--- src/rtl/alu_serial_ctrl.sv ---
// alu_serial_ctrl
// Bit-serial sequencer that drives a 1-bit ALU (alu1bit) one bit per clock,
// LSB first. The carry between bits is held in a flop.
//
// Ports
//   clk, rst           clock (rising edge) and synchronous active-high reset
//   start              operation request; only sampled in IDLE or DONE
//   a_in, b_in, op_in  operands and op (00 NOR, 01 XOR, 10 ADD, 11 SUB A-B)
//   busy               high while bits are being processed (RUN)
//   done               one-cycle pulse; result and flags are valid
//   result             N-bit result, held until the next operation completes
//   cout_out, ovf      final carry / signed overflow (arithmetic ops only)
//   zero               result == 0
//   alu_a, alu_b       operand bits to the ALU (LSBs of the shift registers)
//   alu_cin, alu_op    carry-in and op to the ALU (both from flops)
//   alu_s, alu_cout    ALU outputs, sampled at the next clock edge
`timescale 1ns/1ps
module alu_serial_ctrl #(
    parameter int N = 8
) (
    input  logic         clk,
    input  logic         rst,
    input  logic         start,
    input  logic [N-1:0] a_in,
    input  logic [N-1:0] b_in,
    input  logic [1:0]   op_in,
    output logic         busy,
    output logic         done,
    output logic [N-1:0] result,
    output logic         cout_out,
    output logic         ovf,
    output logic         zero,
    output logic         alu_a,
    output logic         alu_b,
    output logic         alu_cin,
    output logic [1:0]   alu_op,
    input  logic         alu_s,
    input  logic         alu_cout
);

    localparam int CW = $clog2(N);
    localparam logic [CW-1:0] CNT_LAST = CW'(N - 1);

    typedef enum logic [1:0] {
        IDLE = 2'b00,
        RUN  = 2'b01,
        DONE = 2'b10
    } state_t;

    state_t        state_reg;
    logic [N-1:0]  a_sh_reg;
    logic [N-1:0]  b_sh_reg;
    logic [N-1:0]  res_sh_reg;
    logic [CW-1:0] cnt_reg;
    logic          carry_reg;
    logic [N-1:0]  res_next;

    // The ALU output for the current bit enters at the MSB; after N bits the
    // first (LSB) result bit has shifted down to position 0.
    assign res_next = {alu_s, res_sh_reg[N-1:1]};

    assign alu_a   = a_sh_reg[0];
    assign alu_b   = b_sh_reg[0];
    assign alu_cin = carry_reg;

    always_ff @(posedge clk) begin
        if (rst) begin
            state_reg  <= IDLE;
            a_sh_reg   <= '0;
            b_sh_reg   <= '0;
            res_sh_reg <= '0;
            cnt_reg    <= '0;
            carry_reg  <= 1'b0;
            alu_op     <= 2'b00;
            result     <= '0;
            cout_out   <= 1'b0;
            ovf        <= 1'b0;
            zero       <= 1'b0;
            done       <= 1'b0;
            busy       <= 1'b0;
        end else begin
            case (state_reg)
                IDLE, DONE: begin
                    done <= 1'b0;
                    if (start) begin
                        a_sh_reg  <= a_in;
                        b_sh_reg  <= b_in;
                        alu_op    <= op_in;
                        cnt_reg   <= '0;
                        // SUB is A + ~B + 1: the +1 enters as the first carry-in.
                        // The ALU inverts B itself for op 11.
                        carry_reg <= (op_in == 2'b11);
                        busy      <= 1'b1;
                        state_reg <= RUN;
                    end else begin
                        state_reg <= IDLE;
                    end
                end
                RUN: begin
                    res_sh_reg <= res_next;
                    a_sh_reg   <= a_sh_reg >> 1;
                    b_sh_reg   <= b_sh_reg >> 1;
                    cnt_reg    <= cnt_reg + 1'b1;
                    carry_reg  <= alu_op[1] & alu_cout;
                    if (cnt_reg == CNT_LAST) begin
                        result    <= res_next;
                        cout_out  <= alu_op[1] & alu_cout;
                        // carry_reg is the carry into the MSB; alu_cout is the carry out of it.
                        ovf       <= alu_op[1] & (carry_reg ^ alu_cout);
                        zero      <= (res_next == '0);
                        done      <= 1'b1;
                        busy      <= 1'b0;
                        state_reg <= DONE;
                    end
                end
                default: begin
                    state_reg <= IDLE;
                end
            endcase
        end
    end

endmodule

--- config.mk ---
export PLATFORM = sky130hd
export DESIGN_NAME = alu_serial_ctrl
export DESIGN_NICKNAME = d
export VERILOG_FILES = /design/src/rtl/alu_serial_ctrl.sv
export SDC_FILE = /design/constraint.sdc
export NUM_CORES = 1
export LEC_CHECK = 0
export CAP_MARGIN = 20
export CORE_MARGIN = 2
export CORE_UTILIZATION = 44
export CTS_CLUSTER_DIAMETER = 120
export DETAILED_ROUTE_END_ITERATION = 6
export GPL_ROUTABILITY_DRIVEN = 0
export PLACE_DENSITY = 0.75
export SLEW_MARGIN = 20
export SYNTH_ARGS = -nofsm -noshare
export SYNTH_HDL_FRONTEND = slang
export SYNTH_SLANG_ARGS = --single-unit
--- constraint.sdc ---
create_clock -name clk -period 1.19 [get_ports clk]
set_input_delay 0.1785 -clock clk [delete_from_list [all_inputs] [get_ports clk]]
set_output_delay 0.1785 -clock clk [all_outputs]
set_load 0.02 [all_outputs]
==> results of run 1 <==
[cell usage in the layout (no fill, tap or decap), types with 2 or more instances in the layout]
cell / n
nand2_1: 71
dfxtp_1: 40
a21oi_1: 26
clkdlybuf4s50_1: 21
nor2_1: 18
dlygate4sd2_1: 15
buf_4: 13
a311oi_1: 10
nand3_1: 8
clkbuf_8: 6
a311oi_2: 4
dfxtp_2: 3
clkdlybuf4s15_1: 3
buf_12: 3
and3b_2: 2
nor2b_4: 2
nand2b_4: 2
nor4_1: 2
ha_4: 2
clkbuf_1: 2
[worst max-delay path, stage by stage (launching register included)]
cell and delay, ps:
dfxtp_2 340, ha_4 160, ha_4 160, nand3b_1 120
buf_4 170, nand2_1 60, a21oi_1 120
[where the power goes]
| group | internal [µW] | switching (µW) |
|---|---|---|
| clock network | 473 | 475 |
| logic | 253 | 230 |
| registers | 1540 | 42.5 |
[cell type report]
type / count / share of cell area, %
tap: 48 / 2.416
timing repair buffer: 59 / 23.86
multi-input combinational: 155 / 34.37
clock buffer: 8 / 3.624
sequential: 44 / 35.73
[kinds of logic after synthesis]
group,count (synthesis),share of synthesized area [%]
fa+ha+maj,2,1.443
compound gates,43,15.80
simple gates,108,26.05
buf+inv,18,5.411
xor+xnor,1,0.5051
flops,44,50.79
[routing by layer]
metal  part of all wire (%)  wire [µm]  global-route usage (%)
met1                     46       1840                   22.81
met2                     47       1874                   29.25
met3                    4.7        189                   5.068
met4                    2.2         87                   9.949
met5                      0          0                       0
[per-stage QoR]
| step | setup slack (ps) | hold WS (ps) | cells |
|---|---|---|---|
| 2_1_floorplan | 6.567 | 314.5 | 216 |
| 3_3_place_gp | -216.2 | 440.9 | 302 |
| 3_5_place_dp | -337.1 | 447.0 | 302 |
| 4_1_cts | -20.22 | 416.9 | 311 |
| 5_1_grt | -90.22 | 437.4 | 314 |
| 6_report | 1.612 | 425.3 | 314 |
[what timing repair did]
| item | CTS | global route |
|---|---|---|
| buffers inserted | 0 | 2 |
| pin swaps | 1 | 0 |
| cloned | 2 | 1 |
| gates resized for setup | 24 | 16 |
| endpoints found under the setup margin | 54 | 35 |
[synth_stat cells]
cell type  count  area, µm²
o2bb2ai_1      1      8.760
nor2b_1        2      12.51
buf_4          2      15.01
buf_1          4      15.01
ha_1           2      25.02
buf_2          9      45.04
a21oi_1       27      135.1
nand3b_1       1      7.510
nor2_1        18      67.56
and3b_1        1      8.760
nor4_1         2      12.51
a311oi_1      14      122.6
clkbuf_1       2      7.510
nor3_1         1      5.000
dfxtp_1       44      880.8
buf_6          1      11.26
nand3_1        8      40.04
nand2b_1       3      18.77
nand2_1       71      266.5
nor4_2         1      12.51
xor2_1         1      8.760
o21a_1         1      7.510
[how the worst max path moves through the flow]
stage               startpoint     endpoint  slack [ps]  cells past startpoint
finish              cnt_reg[1]    result[2]           2                      6
global route        cnt_reg[1]    result[5]         -90                      6
CTS                 cnt_reg[1]    result[2]         -20                      6
detailed placement       start  b_sh_reg[0]        -340                      5
global placement         start  a_sh_reg[5]        -220                      5
floorplan           cnt_reg[1]     cout_out           7                      6
==> summary.md, run 1 <==
| Metric | Value |
|---|---|
| Status | `complete, no violations` |
| Largest net degree at the start of global routing | `29` |
| # IOs | `41` |
| Die span in x | `66.78 µm` |
| TritonCTS clock tree | `yes` |
| PD cells | `1214 mW/mm²` |
| Worst R2R End | `result[2]` |
| Hold Path Class | `in2reg` |
| Crit end category | `register` |
| Initial Utilization | `46.67%` |
| Net Count, Synth | `241` |
| FF-to-FF Start | `cnt_reg[1]` |
| Total die area | `0.004460 mm²` |
| Syn avg cell area | `8.029 µm²` |
| CP required | `1420 ps` |
| # diodes | `0` |
| DRT antenna net count | `0` |
| Max_cap viols | `0` |
| Data arrival, critical path | `1420 ps` |
| DR pass1 iterations | `4` |
| Number of global-route vias before repair | `1400` |
| Clk_skew | `7.573 ps` |
| Num CTS Buffers | `5` |
| Total power | `3017 µW` |
| Slew Viols, Final | `0` |
| Final setup vio count | `0` |
| CP startpoint kind | `register` |
| R2R depth | `6` |
| Proportion of layout cells with a drive suffix above 1 | `16.17%` |
| Period utilization | `99.86%` |
| Max Root-Sink Buffers | `2` |
| Cells after synthesis | `216` |
| Actual slew at the worst max-slew pin | `230.8 ps` |
| H-tree Lvls | `2` |
| DRT Wirelength | `3.992 mm` |
| Chip Height | `66.78 µm` |
| FF+latch area | `888.4 µm²` |
| Static leakage | `0.001001 µW` |
| Minimum clock period | `1188 ps` |
| Wire per inst | `12.71 µm` |
| Max-slew headroom | `84.47%` |
| Highest Clock Rate | `0.8415 GHz` |
| WS Path Type | `reg2reg` |
| Hold Crit Start | `a_in[7]` |
| Min-Delay Endpoint | `a_sh_reg[7]` |
| Synth unique cells | `22` |
| Layout Nets | `290` |
| Worst-path clk slew | `70 ps` |
| Setup TNS | `0 ps` |
| Row count | `22` |
| Iter 0 DRT Violations | `102` |
| Global route overflow | `0` |
| DP Area | `0.002302 mm²` |
| Synthesis-to-finish area growth | `43.36%` |
| First-pass GRT wire length | `6.141 mm` |
| Clock Latency Late Sink | `300 ps` |
| Vias per cell | `5.252` |
| Clk root buf | `clkbuf_8` |
| Initial antenna violation count | `0` |
| PortBufs | `40` |
| Via count | `1649` |
| Fin area | `0.002486 mm²` |
| Drc violations | `0` |
| Post-Synthesis Cell Area | `0.001734 mm²` |
| GRT Util Overall | `18.52%` |
| CTS Hold Buffers Added | `0` |
| Reg2Reg Setup Slack | `2 ps` |
| Final core occ | `66.90%` |
| CP Max Fanout | `7` |
| Post-DP HPWL | `2.381 mm` |
| Multi-input logic area | `854.6 µm²` |
| Hold Vio Cnt, Final | `0` |
| Clk sinks | `44` |
| Fill cells | `341` |
| Hold path cells | `3` |
| Core area | `0.003716 mm²` |
| Ys Warns | `0` |
| Sequential element share of the synthesized area | `50.79%` |
| Worst vdd ir | `0.0006388 V` |
| Flops & latches, synth | `44` |
| RSZ-0062 raised after global routing | `true` |
Note: power is estimated with default switching activity, not from simulation.
==> inputs of run 2 (changes only) <==
- CELL_PAD_IN_SITES_DETAIL_PLACEMENT: default -> 2
- CELL_PAD_IN_SITES_GLOBAL_PLACEMENT: default -> 2
- CORE_UTILIZATION: 44 -> 26
- CTS_BUF_LIST: default -> sky130_fd_sc_hd__clkbuf_8
- PLACE_DENSITY: 0.75 -> default
- PLACE_DENSITY_LB_ADDON: default -> 0.1
==> summary.md, run 2 (same netlist as run 1, synthesis figures left out) <==
| Metric | Value |
|---|---|
| GRT Util Overall | `14.91%` |
| CP cell instances | `nand2b_4 -> clkbuf_16 -> nand2_2 -> a311oi_2` |
| FF-to-FF Start | `state_reg[0]` |
| Core area | `0.006386 mm²` |
| Commonest non-fill, non-tap cell in the layout | `nand2_1` |
| Proportion of layout cells with a drive suffix above 1 | `35.66%` |
| Slowest-stage cell, CP | `dfxtp_4` |
| Hold path cells | `3` |
| Global route overflow | `0` |
| Total die area | `0.007339 mm²` |
| Data arrival, critical path | `1480 ps` |
| PD cells | `1143 mW/mm²` |
| Clk root buf | `clkbuf_8` |
| Row count | `29` |
| CTS Hold Buffers Added | `0` |
| # IOs | `41` |
| Vias per cell | `4.874` |
| TritonCTS clock tree | `yes` |
| Slew Viols, Final | `0` |
| CP startpoint kind | `register` |
| Hold Path Class | `in2reg` |
| CP Max Fanout | `6` |
| Worst-path clk slew | `90 ps` |
| Layout Nets | `296` |
| Synthesis-to-finish area growth | `67.53%` |
| Slowest stage delay, CP | `400 ps` |
| Minimum clock period | `1275 ps` |
| H-tree Lvls | `2` |
| Iter 0 DRT Violations | `25` |
| Actual slew at the worst max-slew pin | `315.5 ps` |
| Chip Height | `85.67 µm` |
| Largest net degree at the start of global routing | `31` |
| Clock Latency Late Sink | `300 ps` |
| RSZ-0062 raised after global routing | `true` |
| Final core occ | `45.49%` |
| CP top delay family | `flip-flops` |
| R2R depth | `4` |
| Post-DP HPWL | `3.458 mm` |
| Die span in x | `85.67 µm` |
| Wire per inst | `17.47 µm` |
| Commonest non-fill, non-tap cells in the layout | `56 x nand2_1, 40 x dfxtp_1, 21 x clkdlybuf4s50_1` |
| Max_cap viols | `0` |
| DRT Wirelength | `6.097 mm` |
| Initial Utilization | `27.16%` |
| Worst R2R End | `b_sh_reg[5]` |
| Reg2Reg Setup Slack | `-80 ps` |
| Wire length on met2 | `3.295 mm` |
| M1 WL | `2.532 mm` |
| Clk_skew | `6.857 ps` |
| CP required | `1400 ps` |
| Drc violations | `0` |
| Max-slew headroom | `78.77%` |
| Worst vdd ir | `0.0005956 V` |
| PortBufs | `40` |
| First-pass GRT wire length | `8.694 mm` |
| Highest Clock Rate | `0.7843 GHz` |
| Bufs and invs on worst path | `1` |
| Number of global-route vias before repair | `1753` |
| Failing checks | `setup timing` |
| WS Path Type | `reg2reg` |
| Hold Crit Start | `a_in[7]` |
| Period utilization | `107.1%` |
| Static leakage | `0.001085 µW` |
| Status | `complete, but fails checks` |
| Clk sinks | `44` |
| # diodes | `0` |
| Worst Setup Slack, final | `-84.95 ps` |
| Num CTS Buffers | `5` |
| Via count | `1701` |
| Met3 wire length | `166 µm` |
| Max Root-Sink Buffers | `2` |
| DR pass1 iterations | `4` |
| Hold Vio Cnt, Final | `0` |
| Worst hold slack | `426.5 ps` |
| Final setup vio count | `20` |
| Top routing layer used | `met4` |
| DRT antenna net count | `0` |
| Initial antenna violation count | `0` |
| Min-Delay Endpoint | `a_sh_reg[7]` |
| Crit end category | `register` |
run 2: worst max-delay path by stage:
| stage | startpoint | to | cells past startpoint |
|---|---|---|---|
| after detailed placement | start | a_sh_reg[6] | 5 |
| final | state_reg[0] | b_sh_reg[5] | 4 |
| after floorplan | cnt_reg[1] | cout_out | 6 |
| after CTS | cnt_reg[1] | ovf | 6 |
| after global routing | state_reg[0] | b_sh_reg[5] | 4 |
| after global placement | start | a_sh_reg[3] | 5 |
run 2: where the power goes:
| part | internal [µW] | total (µW) | switching, µW |
|---|---|---|---|
| clock | 471 | 1020 | 547 |
| sequential | 1540 | 1610 | 68.3 |
| combinational | 357 | 692 | 335 |
run 2: layer usage:
metal	GRT usage [%]	vias up
met5	0	-
met4	3.896	0
met3	3.465	10
met2	25.07	25
met1	19.26	830
li1	-	836
run 2: area by class of cell:
cell class | count | area [µm²]
Fill cell | 662 | 3481
Multi-Input combinational cell | 154 | 1061
Sequential cell | 44 | 888.4
Timing Repair Buffer | 66 | 762.0
Tap cell | 77 | 96.34
Clock buffer | 6 | 82.58
Clock inverter | 2 | 15.01
run 2: worst min-delay path: stages:
cell and delay, ps:
clkdlybuf4s50_1 400, nand2_1 60, a21oi_1 50
run 2: per-stage QoR:
stage / std cells / worst slack (ps) / area (µm²) / setup TNS (ps) / power (µW)
3_5_place_dp: 332 / -299.8 / 2346 / -5298 / 2078
2_1_floorplan: 216 / 6.567 / 1778 / 0 / 1851
6_report: 349 / -84.95 / 2905 / -874.9 / 3322
3_3_place_gp: 332 / -252.8 / 2346 / -4303 / 2068
5_1_grt: 349 / -144.5 / 2905 / -2217 / 3479
4_1_cts: 343 / -77.12 / 2525 / -734.7 / 3141
run 2: repair_timing:
item                       4_1_cts  5_1_grt
setup endpoints to repair       47       51
cloned                           1        5
pin swaps                        0       23
resized for setup               31       80
setup buffers                    2        1
==> inputs of run 3 (changes only) <==
- HOLD_SLACK_MARGIN: default -> 0.08
- PLACE_DENSITY_LB_ADDON: 0.1 -> 0.12
==> summary.md, run 3 (same netlist as run 1, synthesis figures left out) <==
| Metric | Value |
|---|---|
| Hold Vio Cnt, Final | `0` |
| Failing checks | `setup timing` |
| RSZ-0062 raised after global routing | `true` |
| Num CTS Buffers | `5` |
| Final setup vio count | `12` |
| Commonest non-fill, non-tap cell in the layout | `nand2_1` |
| Data arrival, critical path | `1470 ps` |
| PD cells | `1197 mW/mm²` |
| Max_cap viols | `0` |
| GRT Util Overall | `14.50%` |
| Most frequent CP cell | `ha_4` |
| Core area | `0.006386 mm²` |
| Hold Path Class | `in2reg` |
| CTS Hold Buffers Added | `0` |
| Actual slew at the worst max-slew pin | `311.3 ps` |
| Global route overflow | `0` |
| Clk root buf | `clkbuf_8` |
| Crit end category | `register` |
| Fill cells | `731` |
| Die span in x | `85.67 µm` |
| First-pass GRT wire length | `8.466 mm` |
| Synthesis-to-finish area growth | `47.26%` |
| Max-slew headroom | `79.06%` |
| Proportion of layout cells with a drive suffix above 1 | `16.98%` |
| Iter 0 DRT Violations | `42` |
| Total die area | `0.007339 mm²` |
| WS Path Type | `reg2reg` |
| PortBufs | `40` |
| Commonest non-fill, non-tap cells in the layout | `71 x nand2_1, 41 x dfxtp_1, 22 x clkdlybuf4s50_1` |
| FF+latch area | `887.1 µm²` |
| Wire per inst | `14.73 µm` |
| # IOs | `41` |
| Layout Nets | `289` |
| Slew Viols, Final | `0` |
| # diodes | `0` |
| CP startpoint kind | `register` |
| DR pass1 iterations | `2` |
| TritonCTS clock tree | `yes` |
| CP required | `1420 ps` |
| Post-DP HPWL | `3.507 mm` |
| Initial Utilization | `27.16%` |
| Finished Layout Cells | `342` |
| Clk sinks | `44` |
| Slowest-stage cell, CP | `dfxtp_2` |
| Largest net degree at the start of global routing | `33` |
| Vias per cell | `4.751` |
| H-tree Lvls | `2` |
| Period utilization | `103.8%` |
| Via count | `1625` |
| CP cell instances | `ha_4 -> ha_4 -> and3b_2 -> nand3_1 -> a21oi_1` |
| CP Max Fanout | `6` |
| Max Root-Sink Buffers | `2` |
| Pre-CTS WS | `-315.5 ps` |
| Worst-path clk slew | `80 ps` |
| Minimum clock period | `1235 ps` |
| Static leakage | `0.0009544 µW` |
| Status | `complete, but fails checks` |
| Multi-input logic area | `848.3 µm²` |
| Worst Setup Slack, final | `-45.37 ps` |
| Number of global-route vias before repair | `1743` |
| Setup Buffers After CTS | `0` |
| Chip Height | `85.67 µm` |
| Worst vdd ir | `0.0006149 V` |
| Initial antenna violation count | `0` |
| DRT Wirelength | `5.036 mm` |
| Cell count after placement | `334` |
| Slowest stage delay, CP | `360 ps` |
| Row count | `29` |
| Highest Clock Rate | `0.8095 GHz` |
| Drc violations | `0` |
| Clock Latency Late Sink | `300 ps` |
| Setup TNS | `-224.7 ps` |
| Clk_skew | `5.882 ps` |
| DRT antenna net count | `0` |
==> run 3: worst paths after layout <==
path / from / to / slack, ps / cells after the start
max: cnt_reg[0] / zero / -50 / 5
min: a_in[7] / a_sh_reg[7] / 420 / 3
max reg2reg: cnt_reg[0] / zero / -50 / 5
min reg2reg: result[7] / result[7] / 460 / 2
==> run 3: power breakdown <==
group / leakage (µW) / total, µW / internal, µW / switching (µW)
Combinational: 0.000545 / 481 / 247 / 234
Clock: 0.0000486 / 983 / 464 / 519
Sequential: 0.000361 / 1590 / 1540 / 48.1
==> run 3: what timing repair did <==
action | in CTS | in global routing
endpoints found under the setup margin | 55 | 53
pin swaps | 1 | 1
gates resized for setup | 23 | 22
gates cloned | 1 | 0
==> run 3: layout make-up <==
| cell class | instances | area share, % |
|---|---|---|
| clock buffer | 6 | 3.234 |
| clock inverter | 2 | 0.4410 |
| multi-input combinational | 155 | 33.22 |
| sequential | 44 | 34.74 |
| tap | 77 | 3.773 |
| timing repair buffer | 58 | 24.60 |
==> run 3: worst max-delay path, delay by kind of cell, from the launching register on <==
family / cells / cell delay (ps)
simple gates: 2 / 390
flops: 1 / 360
fa+ha+maj: 2 / 280
compound gates: 1 / 140
==> run 3: through the flow <==
stage	utilization, %	area [µm²]	hold slack [ps]	power [µW]
6_report	39.99	2554	423.4	3056
5_1_grt	39.99	2554	439.3	3223
4_1_cts	39.11	2497	420.0	3109
3_5_place_dp	37.95	2424	452.4	2110
3_3_place_gp	37.95	2424	445.2	2099
2_1_floorplan	-	1778	314.5	1851
==> run 3: layer usage <==
layer / up-vias / share of wire (%) / GRT usage (%)
met5: - / 0 / 0
met4: 0 / 0.95 / 4.329
met3: 5 / 3.4 / 3.272
met2: 20 / 49 / 24.93
met1: 777 / 46 / 18.11
li1: 823 / - / -
